[config.mk]
export PLATFORM = sky130hd
export DESIGN_NAME = date_counter
export DESIGN_NICKNAME = d
export VERILOG_FILES = /design/src/rtl/date_counter.sv
export SDC_FILE = /design/constraint.sdc
export NUM_CORES = 1
export LEC_CHECK = 0
export ABC_AREA = 0
export CAP_MARGIN = 10
export CELL_PAD_IN_SITES_DETAIL_PLACEMENT = 0
export CELL_PAD_IN_SITES_GLOBAL_PLACEMENT = 1
export CORE_ASPECT_RATIO = 2
export CORE_MARGIN = 1
export CORE_UTILIZATION = 34
export DETAILED_ROUTE_END_ITERATION = 16
export HOLD_SLACK_MARGIN = 0.08
export PLACE_DENSITY_LB_ADDON = 0.1
export SLEW_MARGIN = 20
export SYNTH_ARGS = -nofsm -noshare
export SYNTH_HDL_FRONTEND = slang
export SYNTH_SLANG_ARGS = --single-unit
[constraint.sdc]
create_clock -name clk_1Hz -period 3.2 [get_ports clk_1Hz]
set_input_delay 0.8 -clock clk_1Hz [delete_from_list [all_inputs] [get_ports clk_1Hz]]
set_output_delay 0.8 -clock clk_1Hz [all_outputs]
set_load 0.02 [all_outputs]
[src/rtl/date_counter.sv]
// rtl/date_counter.sv - day-of-month and month counter with leap-year handling and New-Year carry
//
// Purpose: advances day/month on the day-rollover carry from the time-of-day
// chain, supports manual day/month adjustment via up/down/select_item, clamps
// the day when the year or month shrinks the current month, and produces the
// New-Year carry consumed by the year counter.
//
// Ports:
//   clk_1Hz      in   system clock, all state changes on rising edge
//   rst          in   asynchronous active-high reset
//   en_1         in   global count enable
//   carry_in     in   day-rollover carry from the hour counter
//   up, down     in   debounced adjust button levels
//   select_item  in   field under adjustment (3'b011 day, 3'b100 month)
//   year_bin     in   current year 2001..3000
//   day_bin      out  day of month 1..31
//   month_bin    out  month 1..12
//   carry_out    out  New-Year carry (combinational)
module date_counter (
  input  logic        clk_1Hz,
  input  logic        rst,
  input  logic        en_1,
  input  logic        carry_in,
  input  logic        up,
  input  logic        down,
  input  logic [2:0]  select_item,
  input  logic [11:0] year_bin,
  output logic [4:0]  day_bin,
  output logic [3:0]  month_bin,
  output logic        carry_out
);

  localparam logic [2:0] SELECT_DAY   = 3'b011;
  localparam logic [2:0] SELECT_MONTH = 3'b100;

  logic [4:0] day_q, day_d;
  logic [3:0] month_q, month_d;
  logic       up_q, up_d;
  logic       down_q, down_d;

  logic       century_skip;
  logic       leap;
  logic       up_p, down_p;
  logic       adj_day, adj_month, adj_mode;
  logic       count_ev;
  logic       step_ev;
  logic [3:0] month_adj;
  logic [4:0] dim_cur, dim_new;

  function automatic logic [4:0] days_in(input logic [3:0] m, input logic lp);
    case (m)
      4'd4, 4'd6, 4'd9, 4'd11: days_in = 5'd30;
      4'd2:                    days_in = lp ? 5'd29 : 5'd28;
      default:                 days_in = 5'd31;
    endcase
  endfunction

  // Century years in range that are not divisible by 400 (2400 and 2800 stay leap)
  always_comb begin
    century_skip = 1'b0;
    case (year_bin)
      12'd2100, 12'd2200, 12'd2300, 12'd2500,
      12'd2600, 12'd2700, 12'd2900, 12'd3000: century_skip = 1'b1;
      default: ;
    endcase
  end

  assign leap      = (year_bin[1:0] == 2'b00) && !century_skip;
  assign up_p      = up & ~up_q;
  assign down_p    = down & ~down_q;
  assign adj_day   = (select_item == SELECT_DAY);
  assign adj_month = (select_item == SELECT_MONTH);
  assign adj_mode  = adj_day | adj_month;
  assign count_ev  = en_1 & carry_in & ~adj_mode;
  // Simultaneous up and down rising edges cancel each other
  assign step_ev   = up_p ^ down_p;
  assign dim_cur   = days_in(month_q, leap);

  always_comb begin
    month_adj = month_q;
    if (up_p) begin
      month_adj = (month_q == 4'd12) ? 4'd1 : month_q + 4'd1;
    end else begin
      month_adj = (month_q == 4'd1) ? 4'd12 : month_q - 4'd1;
    end
  end

  assign dim_new = days_in(month_adj, leap);

  always_comb begin
    day_d   = day_q;
    month_d = month_q;
    up_d    = up;
    down_d  = down;
    if (count_ev) begin
      if (day_q < dim_cur) begin
        day_d = day_q + 5'd1;
      end else begin
        day_d   = 5'd1;
        month_d = (month_q == 4'd12) ? 4'd1 : month_q + 4'd1;
      end
    end else if (adj_day && step_ev) begin
      if (up_p) begin
        day_d = (day_q >= dim_cur) ? 5'd1 : day_q + 5'd1;
      end else begin
        day_d = (day_q == 5'd1) ? dim_cur : day_q - 5'd1;
      end
    end else if (adj_month && step_ev) begin
      month_d = month_adj;
      // Clamp against the new month on the same edge
      if (day_q > dim_new) begin
        day_d = dim_new;
      end
    end else if (day_q > dim_cur) begin
      // Idle clamp, e.g. Feb 29 after the year moves to a non-leap year
      day_d = dim_cur;
    end
  end

  always_ff @(posedge clk_1Hz or posedge rst) begin
    if (rst) begin
      day_q   <= 5'd1;
      month_q <= 4'd1;
      up_q    <= 1'b0;
      down_q  <= 1'b0;
    end else begin
      day_q   <= day_d;
      month_q <= month_d;
      up_q    <= up_d;
      down_q  <= down_d;
    end
  end

  assign day_bin   = day_q;
  assign month_bin = month_q;
  assign carry_out = count_ev & ~rst & (day_q == 5'd31) & (month_q == 4'd12);

endmodule
# [Yosys cells after proc, flatten, opt, wreduce, memory -nomap -nowiden]
# Index checks and enable logic that the tools add are counted.
[op_classes] n_mux=20 shift=0 eq_ne=27 order_cmp=4 reduce_logical=12 n_div=0 bitwise_logic=13 n_addsub=4 multipliers=0
[op_table] op="equality test 12 bit (second input constant)" count=8
[op_table] op="two-way mux 5 bit" count=9
[op_table] op="two-way mux 4 bit" count=7
[op_table] op="equality test 4 bit (second input constant)" count=5
[op_table] op="equality test 4 x 3 -> 1 bit (second input constant)" count=4
[op_table] op="greater-than comparator 5 bit" count=2
[op_table] op="equality test 4 x 2 -> 1 bit (second input constant)" count=2
[op_table] op="one-hot mux 2 bit (2 select lines)" count=2
[op_table] op="OR reduction 4 bit" count=2
[op_table] op="OR reduction 8 bit" count=1
[op_table] op="AND 1 bit" count=7
[op_table] op="adder 5 x 1 -> 5 bit (second input constant)" count=1
[op_table] op="equality test 5 x 1 -> 1 bit (second input constant)" count=1
[op_table] op="equality test 5 bit (second input constant)" count=1
[op_table] op=">= comparator 5 bit" count=1
[op_table] op="less-than comparator 5 bit" count=1
[op_table] op="subtractor 5 x 1 -> 5 bit (second input constant)" count=1
[op_table] op="adder 4 x 1 -> 4 bit (second input constant)" count=1
[op_table] op="equality test 4 x 1 -> 1 bit (second input constant)" count=1
[op_table] op="!= test 2 bit (second input constant)" count=2
[op_table] op="!= test 4 x 3 -> 1 bit (second input constant)" count=1
[op_table] op="NOT 1 bit" count=4
[op_table] op="nonzero test 4 bit" count=1
[op_table] op="subtractor 4 x 1 -> 4 bit (second input constant)" count=1
[op_table] op="other kinds (11)" count=14
[totals] memories=0 inputBits=21 output_inout_bits=10 register_bits=11 mem_bits_rw=0 latch_bits=0 elab_cells=84 mem_bits_ro=0

# [Logic depth before layout (Yosys ltp)]
# Gate-level depths: netlist of run 1.
[logic_depth] depth_word=12 depth_mapped=15 ltp_nobuf=14

# [Worst setup path after synthesis of run 1]
# OpenSTA, ideal clock, no wires.
[synth_timing] kind="input to register" startpoint="input port up" endpoint="register day_q[2] (netlist: day_bin[2])" t_arrival_ns=3.212 required_time_ns=3.079 path_slack_ns=-0.133 setup_time_ns=0.121 path_stages=14 path_cell_list="or2b_1 -> clkbuf_1 -> o21ai_0 -> a21oi_1 -> nand4_1 -> nor2_1 -> ha_1 -> nor2b_1 -> o21ai_0 -> a2111oi_0 -> or4_1 -> buf_2 -> o21a_1 -> o22a_1"
[synth_between] elab_chain_len=8 elab_cells_between_ends=20 classes_between="1 x order compare; 6 x eq/ne; 6 x mux; 2 x bitwise; 5 x reduce/logical"
[synth_rtl] item="from (decl)" line="24" source="input logic up,"
[synth_rtl] item="AND 1 bit *" line="69" source="assign up_p = up & ~up_q;"
[synth_rtl] item="two-way mux 4 bit" line="81" source="if (up_p) begin"
[synth_rtl] item="equality test 4 x 3 -> 1 bit / equality test 4 bit (equally long branches)" line="51" source="case (m)"
[synth_rtl] item="OR reduction 4 bit" line="51"
[synth_rtl] item="one-hot mux 2 bit (2 select lines)" line="51"
[synth_rtl] item="greater-than comparator 5 bit" line="111" source="if (day_q > dim_new) begin"
[synth_rtl] item="!= test 4 x 3 -> 1 bit (no source line)"
[synth_rtl] item="AND reduction 2 bit (no source line)"
[synth_rtl] item="to (signal assigned)" line="127" source="day_q <= day_d;"
[synth_rtl] item="to (decl)" line="36" source="logic [4:0] day_q, day_d;"
# Every way passes the cells marked *; elsewhere a longest branch is shown, timed or not.
# A chain may end at the register's enable or synchronous reset.

# [Worst setup path in the final report of run 1]
# Same ends and word-level chain as after synthesis.

==> results of run 1 <==
-- through the flow --
step           area, um2  cells  hold WS, ns
6_report            2280    306        0.713
5_1_grt             2280    306        0.766
4_1_cts             2250    304        0.729
3_5_place_dp        2080    297        0.677
3_3_place_gp        2080    297        0.686
2_1_floorplan       1450    181        0.577
-- critical path: cells and delay by family --
kind | cells | cell delay, ns
AND/OR/NAND/NOR | 5 | 1.12
AO/OA/AOI/OAI | 5 | 0.74
buffers and inverters | 2 | 0.33
adder cells (fa/ha/maj) | 1 | 0.32
-- flip-flops by register name, indices dropped and copies added, names as in the netlist --
register and cells:
day_bin 5, down_q 1, month_bin 4, up_q 1
-- area by class of cell --
type                    instances  area, um2  area share (%)
flip-flops and latches         11        278            12.2
inverters                       8       30.0            1.31
multi-input cells             154       1240            54.1
repair buffers                 77        631            27.6
well taps                      52       65.1            2.85
clock buffers                   4       45.0            1.97
-- power by group through the flow --
stage	Combinational (mW)	Sequential, mW	Clock [mW]
2_1_floorplan	0.685	0.342	0
3_3_place_gp	1.30	0.317	0
3_5_place_dp	1.32	0.318	0
4_1_cts	1.46	0.315	0.145
5_1_grt	1.63	0.327	0.155
6_report	1.51	0.315	0.142
-- cell families after synthesis --
kind of cell / share of synthesized area, %
flops: 19.4
simple gates: 32.1
compound gates: 27.4
mux: 2.10
xor+xnor: 3.58
buf+inv: 4.90
fa+ha+maj: 10.5
-- routing by layer --
metal  global-route usage [%]  vias up  wire length, um
li1                         -      844                -
met1                     21.7      851             1810
met3                     2.12       20              115
met4                     16.9        0              344
met5                        0        -                0
met2                     50.9       47             3240
-- timing repair --
| action | CTS | global route |
|---|---|---|
| pin swaps | 19 | 14 |
| resized for setup | 49 | 23 |
| buffers inserted | 4 | 2 |
| setup endpoints to repair | 10 | 6 |
-- cell usage in the layout (no fill, tap or decap), types with 4 or more instances in the layout --
master,count
a31oi_1,5
o21a_1,4
nand3_1,10
o21ai_0,10
a21oi_1,10
nor2_1,10
inv_1,8
nand2_1,8
and3_1,4
dfrtp_1,9
clkbuf_2,5
nand4_1,5
clkdlybuf4s50_1,18
buf_4,46
ha_1,10
o21ai_1,4
-- path summary, 6_finish.rpt --
path	slack, ns	depth (start not counted)	endpoint	from
max	0.02	13	day_bin[2]$_DFFE_PP0P_	up
min	0.71	2	day_bin[4]$_DFFE_PP0P_	day_bin[4]$_DFFE_PP0P_
max reg2reg	0.02	13	day_bin[2]$_DFFE_PP0P_	month_bin[0]$_DFFE_PP1P_
min reg2reg	0.71	2	day_bin[4]$_DFFE_PP0P_	day_bin[4]$_DFFE_PP0P_
max in group asynchronous	1.92	2	month_bin[0]$_DFFE_PP1P_	rst
min in group asynchronous	0.93	2	day_bin[2]$_DFFE_PP0P_	rst
==> results.md, run 1 <==
- Post-Syn Nets: between 200 and 250
- Setup-failing EPs final: 0
- Logic gate share of total power: 76.8%
- Worst hold path class: flop to flop
- Synth Warn #: 0
- Post-synth EDFFs: 0
- Final worst path period share: 99.4%
- Routed WL: roughly 5500 um
- Place WS: -0.810 ns
- Crit-path max FO: 6
- Antenna Cells: 0
- Initial antenna violation count: 0
- Longest Clk Path Bufs: 2
- Clock slew at reported path FFs: 0.05 ns
- Largest net degree at the start of global routing: 14
- Largest area contributor in the netlist: dfrtp_1
- Final hold viol count: 0
- Startpoint types: input port
- Share of power burned in registers: 16.0%
- CP Capture Type: flop
- Clock tree from TritonCTS: done
- RSZ-0062 raised after global routing: true
- P_int: 1.06 mW
- Mapped cell area: 1430 um2
- Via density: roughly 5.8
- Worst EP required: 3.33 ns
- FF+latch count, synth: 11
- Max cap viols: 0
- Synth top cells by count: 13 x o21ai_0, 12 x ha_1, 11 x nor2_1
- Top-count cell post-synth: o21ai_0
- Routed len/inst: 18.0 um
- Synthesis-to-layout area growth: 59.6%
- Status: finished, final reports clean
- Die Area: 4490 um2
- Switching power total: 905 uW
- Worst-Margin Slew: 0.494 ns
- RePlAce Congestion: 0.925
- Static leakage: 0.968 nW
- Slew HR: 66.6%
- Critical Path, Cell by Cell: clkdlybuf4s15_2, or2b_4, buf_6, a21o_1, nand4_1, nor2_1, ha_1, nor2b_1, o21ai_1, a2111oi_2, or4_4, o21a_1, o22a_1
- Critical path's slowest cell: or4_4
- Post-synthesis cell count: 181
- Cell variety after synth: 53
- VDD IR max: 0.566 mV
- # hold bufs at CTS: 0
- Total Routing Usage GR: 26.1%
- Share of cells above drive strength 1: 35.8%
- Final core occ: 56.5%
- Final TNS setup: 0 ns
- Total power: about 2.0 mW
- Crit path kind: input port to flop
- Switch share: 46.0%
- Syn_area_per_cell: between 7 and 8 um2
- # rows: 33
- Min cycle time layout: 3.18 ns
- Synth Flop Type: dfrtp_1
- First-pass GRT wire length: 8310 um
- Synth top area cells: dfrtp_1 16%, ha_1 10%, o21ai_0 4.5%, dfstp_2 3.7%, a21oi_1 3.5%
- DRC violations left: 0
- GRT overflow: 0
- Height of the die: 93.8 um
- Routed via count: about 1800
- Initial DRT Pass Iterations: 4
- F_max: 0.314 GHz
- Synth async-reset ratio: 100%
- Data arrival, critical path: 3.31 ns
- Dpl hpwl: about 4400 um
- Fillers: 419
- Input/output buffers: 30
- Clock power frac: between 7 and 8%
- Top cell type's share of synthesized area: between 10% and 20%
- Post-route ant nets: 0
- Num CTS Buffers: 3
- Core Area: 4050 um2
- Power per Cell Area: around 860 nW/um2
- Clock insertion delay at the later pin of the skew report: 0.24 ns
- Setup ws final: 0.0186 ns
- Initial drt markers: 34
- IO Pins: 31
- Final slew viol count: 0
- Fin nets: 288
- Vias in the first global route: ~1900
- Share of the yosys chip area belonging to registers: around a fifth
- Width of the die: 47.9 um
- Sink Count: 11
- CP peak stage delay: 0.47 ns
- Final Skew: 0.00547 ns
- H-tree level count: 1
- Initial Util: 35.4%
- Root buffer cell: clkbuf_8
No activity file was read; power rests on OpenSTA's default activity.
==> run 2: changes to the inputs <==
--- a/config.mk
+++ b/config.mk
@@ -14,7 +14,7 @@
 export CORE_UTILIZATION = 34
 export DETAILED_ROUTE_END_ITERATION = 16
 export HOLD_SLACK_MARGIN = 0.08
-export PLACE_DENSITY_LB_ADDON = 0.1
+export PLACE_DENSITY = 0.86
 export SLEW_MARGIN = 20
 export SYNTH_ARGS = -nofsm -noshare
 export SYNTH_HDL_FRONTEND = slang
==> run 2 against run 1 <==
Sequential power is 5% lower. Sequential share of layout area decreased by 0.43 points. Non-clock buffer count grew 5. Worst hold slack got worse by 0.049 ns. Combinational power up 9.9%. Largest cell class unchanged. Total power increased by 6.8%. Critical path depth up 4. Sequential cell count unchanged. First-iteration DRC count increased by 32%.
==> results.md, run 2 (synthesis gave the netlist of run 1 again) <==
- Status: finished, final reports clean
- Final core occ: 58.5%
- Worst hold path class: flop to flop
- Post-route cell area: 2370 um2
- Final slew viol count: 0
- First-pass GRT wire length: 8230 um
- Max cap viols: 0
- Longest Clk Path Bufs: 2
- Initial drt markers: 45
- Routed len/inst: 17.2 um
- Reg2reg start: month_bin[0]$_DFFE_PP1P_
- Final non-filler cell total: 311
- Switching power total: approximately 970 uW
- Worst reg-to-reg path cell count: 16
- GRT overflow: 0
- Final worst path period share: 99.0%
- Critical Path Source: up
- Logic gate share of total power: 79.0%
- H-tree level count: 1
- Initial antenna violation count: 0
- Setup ws final: 0.0316 ns
- Critical Path, Cell by Cell: buf_2, nor2b_4, buf_4, xnor2_1, nand4_1, buf_4, buf_4, buf_4, buf_4, buf_4, buf_4, buf_4, buf_4, buf_4, buf_4, o2111ai_2, nand4_1
- Input/output buffers: 30
- Share of cells above drive strength 1: approximately two fifths
- Fin nets: 293
- IO Pins: 31
- Share of power burned in registers: 14.3%
- Crit path kind: input port to flop
- RePlAce Congestion: 0.910
- Width of the die: 47.9 um
- VDD IR max: 0.429 mV
- Hold slack: approximately 0.66 ns
- Final Skew: slightly below 0.003 ns
- Power per Cell Area: 889 nW/um2
- Total Routing Usage GR: between 20 and 30%
- Num CTS Buffers: 3
- Static leakage: 1.01 nW
- Critical Path Most Common Cell: buf_4
- Initial Util: 35.4%
- Clock slew at reported path FFs: about 0.050 ns
- Leading cell types in the layout, fill and taps excluded: 50 x buf_4, 17 x clkdlybuf4s50_1, 10 x a21oi_1, 10 x nand3_1, 10 x nor2_1
- # rows: 33
- Clock tree from TritonCTS: done
- Largest net degree at the start of global routing: 14
- Synthesis-to-layout area growth: 65.5%
- Antenna Cells: 0
- Crit-path max FO: 4
- Dpl hpwl: 3990 um
- Switch share: a little under half
- Worst EP required: around 3.4 ns
- RSZ-0062 raised after global routing: true
- Fillers: 401
- Slew HR: 69.5%
- Vias in the first global route: between 1500 and 2000
- Root buffer cell: clkbuf_8
- Routed WL: 5360 um
- Commonest non-fill, non-tap cell in the layout: buf_4
- Core Area: 4050 um2
- # hold bufs at CTS: 0
- F_max: 0.316 GHz
- P_int: about 1.1 mW
- Crit path depth: 17
- Post-DP Area: between 2000 and 2500 um2
- Data arrival, critical path: 3.31 ns
- Critical path's slowest cell: xnor2_1
- Post-route ant nets: 0
- DP Cell Count: 294
- Min cycle time layout: 3.17 ns
- Setup-failing EPs final: 0
- Via density: slightly below 6
- DRC violations left: 0
- CP delay by family, top: buffers and inverters
- Clock insertion delay at the later pin of the skew report: 0.24 ns
- Clock power frac: 6.7%
- Height of the die: roughly 94 um
- Routed via count: 1813
- R2R Path End: day_bin[0]$_DFFE_PP1P_
- Die Area: about 4500 um2
- Sink Count: 11
- CP peak stage delay: ~0.25 ns
- Worst-Margin Slew: 0.455 ns
- Max FFs per register: 5
- Initial DRT Pass Iterations: 8
- Startpoint types: input port
- Buf/Inv on CP: 12
- Final hold viol count: 0
- CP Capture Type: flop
- Reg2reg setup slack: 0.04 ns
- CP endpoint: day_bin[0]$_DFFE_PP1P_
- Place WS: -0.798 ns
-- run 2: layout make-up --
cell class	instances	area [um2]	share of cell area, %
Tap cell	52	65.1	2.75
Clock buffer	4	45.0	1.90
Multi-Input combinational cell	154	1290	54.6
Timing Repair Buffer	82	657	27.7
Inverter	8	30.0	1.27
Sequential cell	11	278	11.7
-- run 2: worst min path at each step --
stage / start / to / slack (ns) / depth (start not counted)
3_5_place_dp: month_bin[1]$_DFFE_PP0P_ / month_bin[1]$_DFFE_PP0P_ / 0.64 / 2
4_1_cts: month_bin[1]$_DFFE_PP0P_ / month_bin[1]$_DFFE_PP0P_ / 0.65 / 2
5_1_grt: up / up_q$_DFF_PP0_ / 0.71 / 1
2_1_floorplan: month_bin[0]$_DFFE_PP1P_ / month_bin[0]$_DFFE_PP1P_ / 0.58 / 2
6_report: month_bin[0]$_DFFE_PP1P_ / month_bin[0]$_DFFE_PP1P_ / 0.66 / 3
3_3_place_gp: month_bin[1]$_DFFE_PP0P_ / month_bin[1]$_DFFE_PP0P_ / 0.63 / 2
-- run 2: routing by layer --
layer	part of all wire [%]	vias up	GRT usage, %
li1	-	853	-
met1	31	873	21.1
met2	60	57	48.9
met3	1.8	30	2.12
met4	7.1	0	19.7
met5	0	-	0
-- run 2: tightest hold or removal path, stage by stage, from the launching register on --
cell and delay (ns):
dfstp_2 0.39, buf_4 0.13, nor2_1 0.09, a31oi_1 0.05
-- run 2: timing repair --
| item | in CTS | in global routing |
|---|---|---|
| setup buffers | 12 | 2 |
| setup endpoints to repair | 7 | 6 |
| gates resized for setup | 44 | 44 |
| cloned | 0 | 0 |
| pin swaps | 18 | 17 |
-- run 2: metrics by stage --
| step | setup TNS (ns) | total power [mW] |
|---|---|---|
| final | 0 | 2.10 |
| after floorplan | 0 | 1.03 |
| after detailed placement | -4.68 | 1.54 |
| after CTS | 0 | 1.94 |
| after global placement | -4.40 | 1.53 |
| after global routing | -0.156 | 2.26 |
-- run 2: power groups by stage --
stage               combinational [mW]  clock [mW]  sequential (mW)
floorplan                        0.685           0            0.342
global placement                  1.23           0            0.298
CTS                               1.50       0.142            0.299
global route                      1.80       0.149            0.310
detailed placement                1.24           0            0.299
finish                            1.66       0.142            0.300
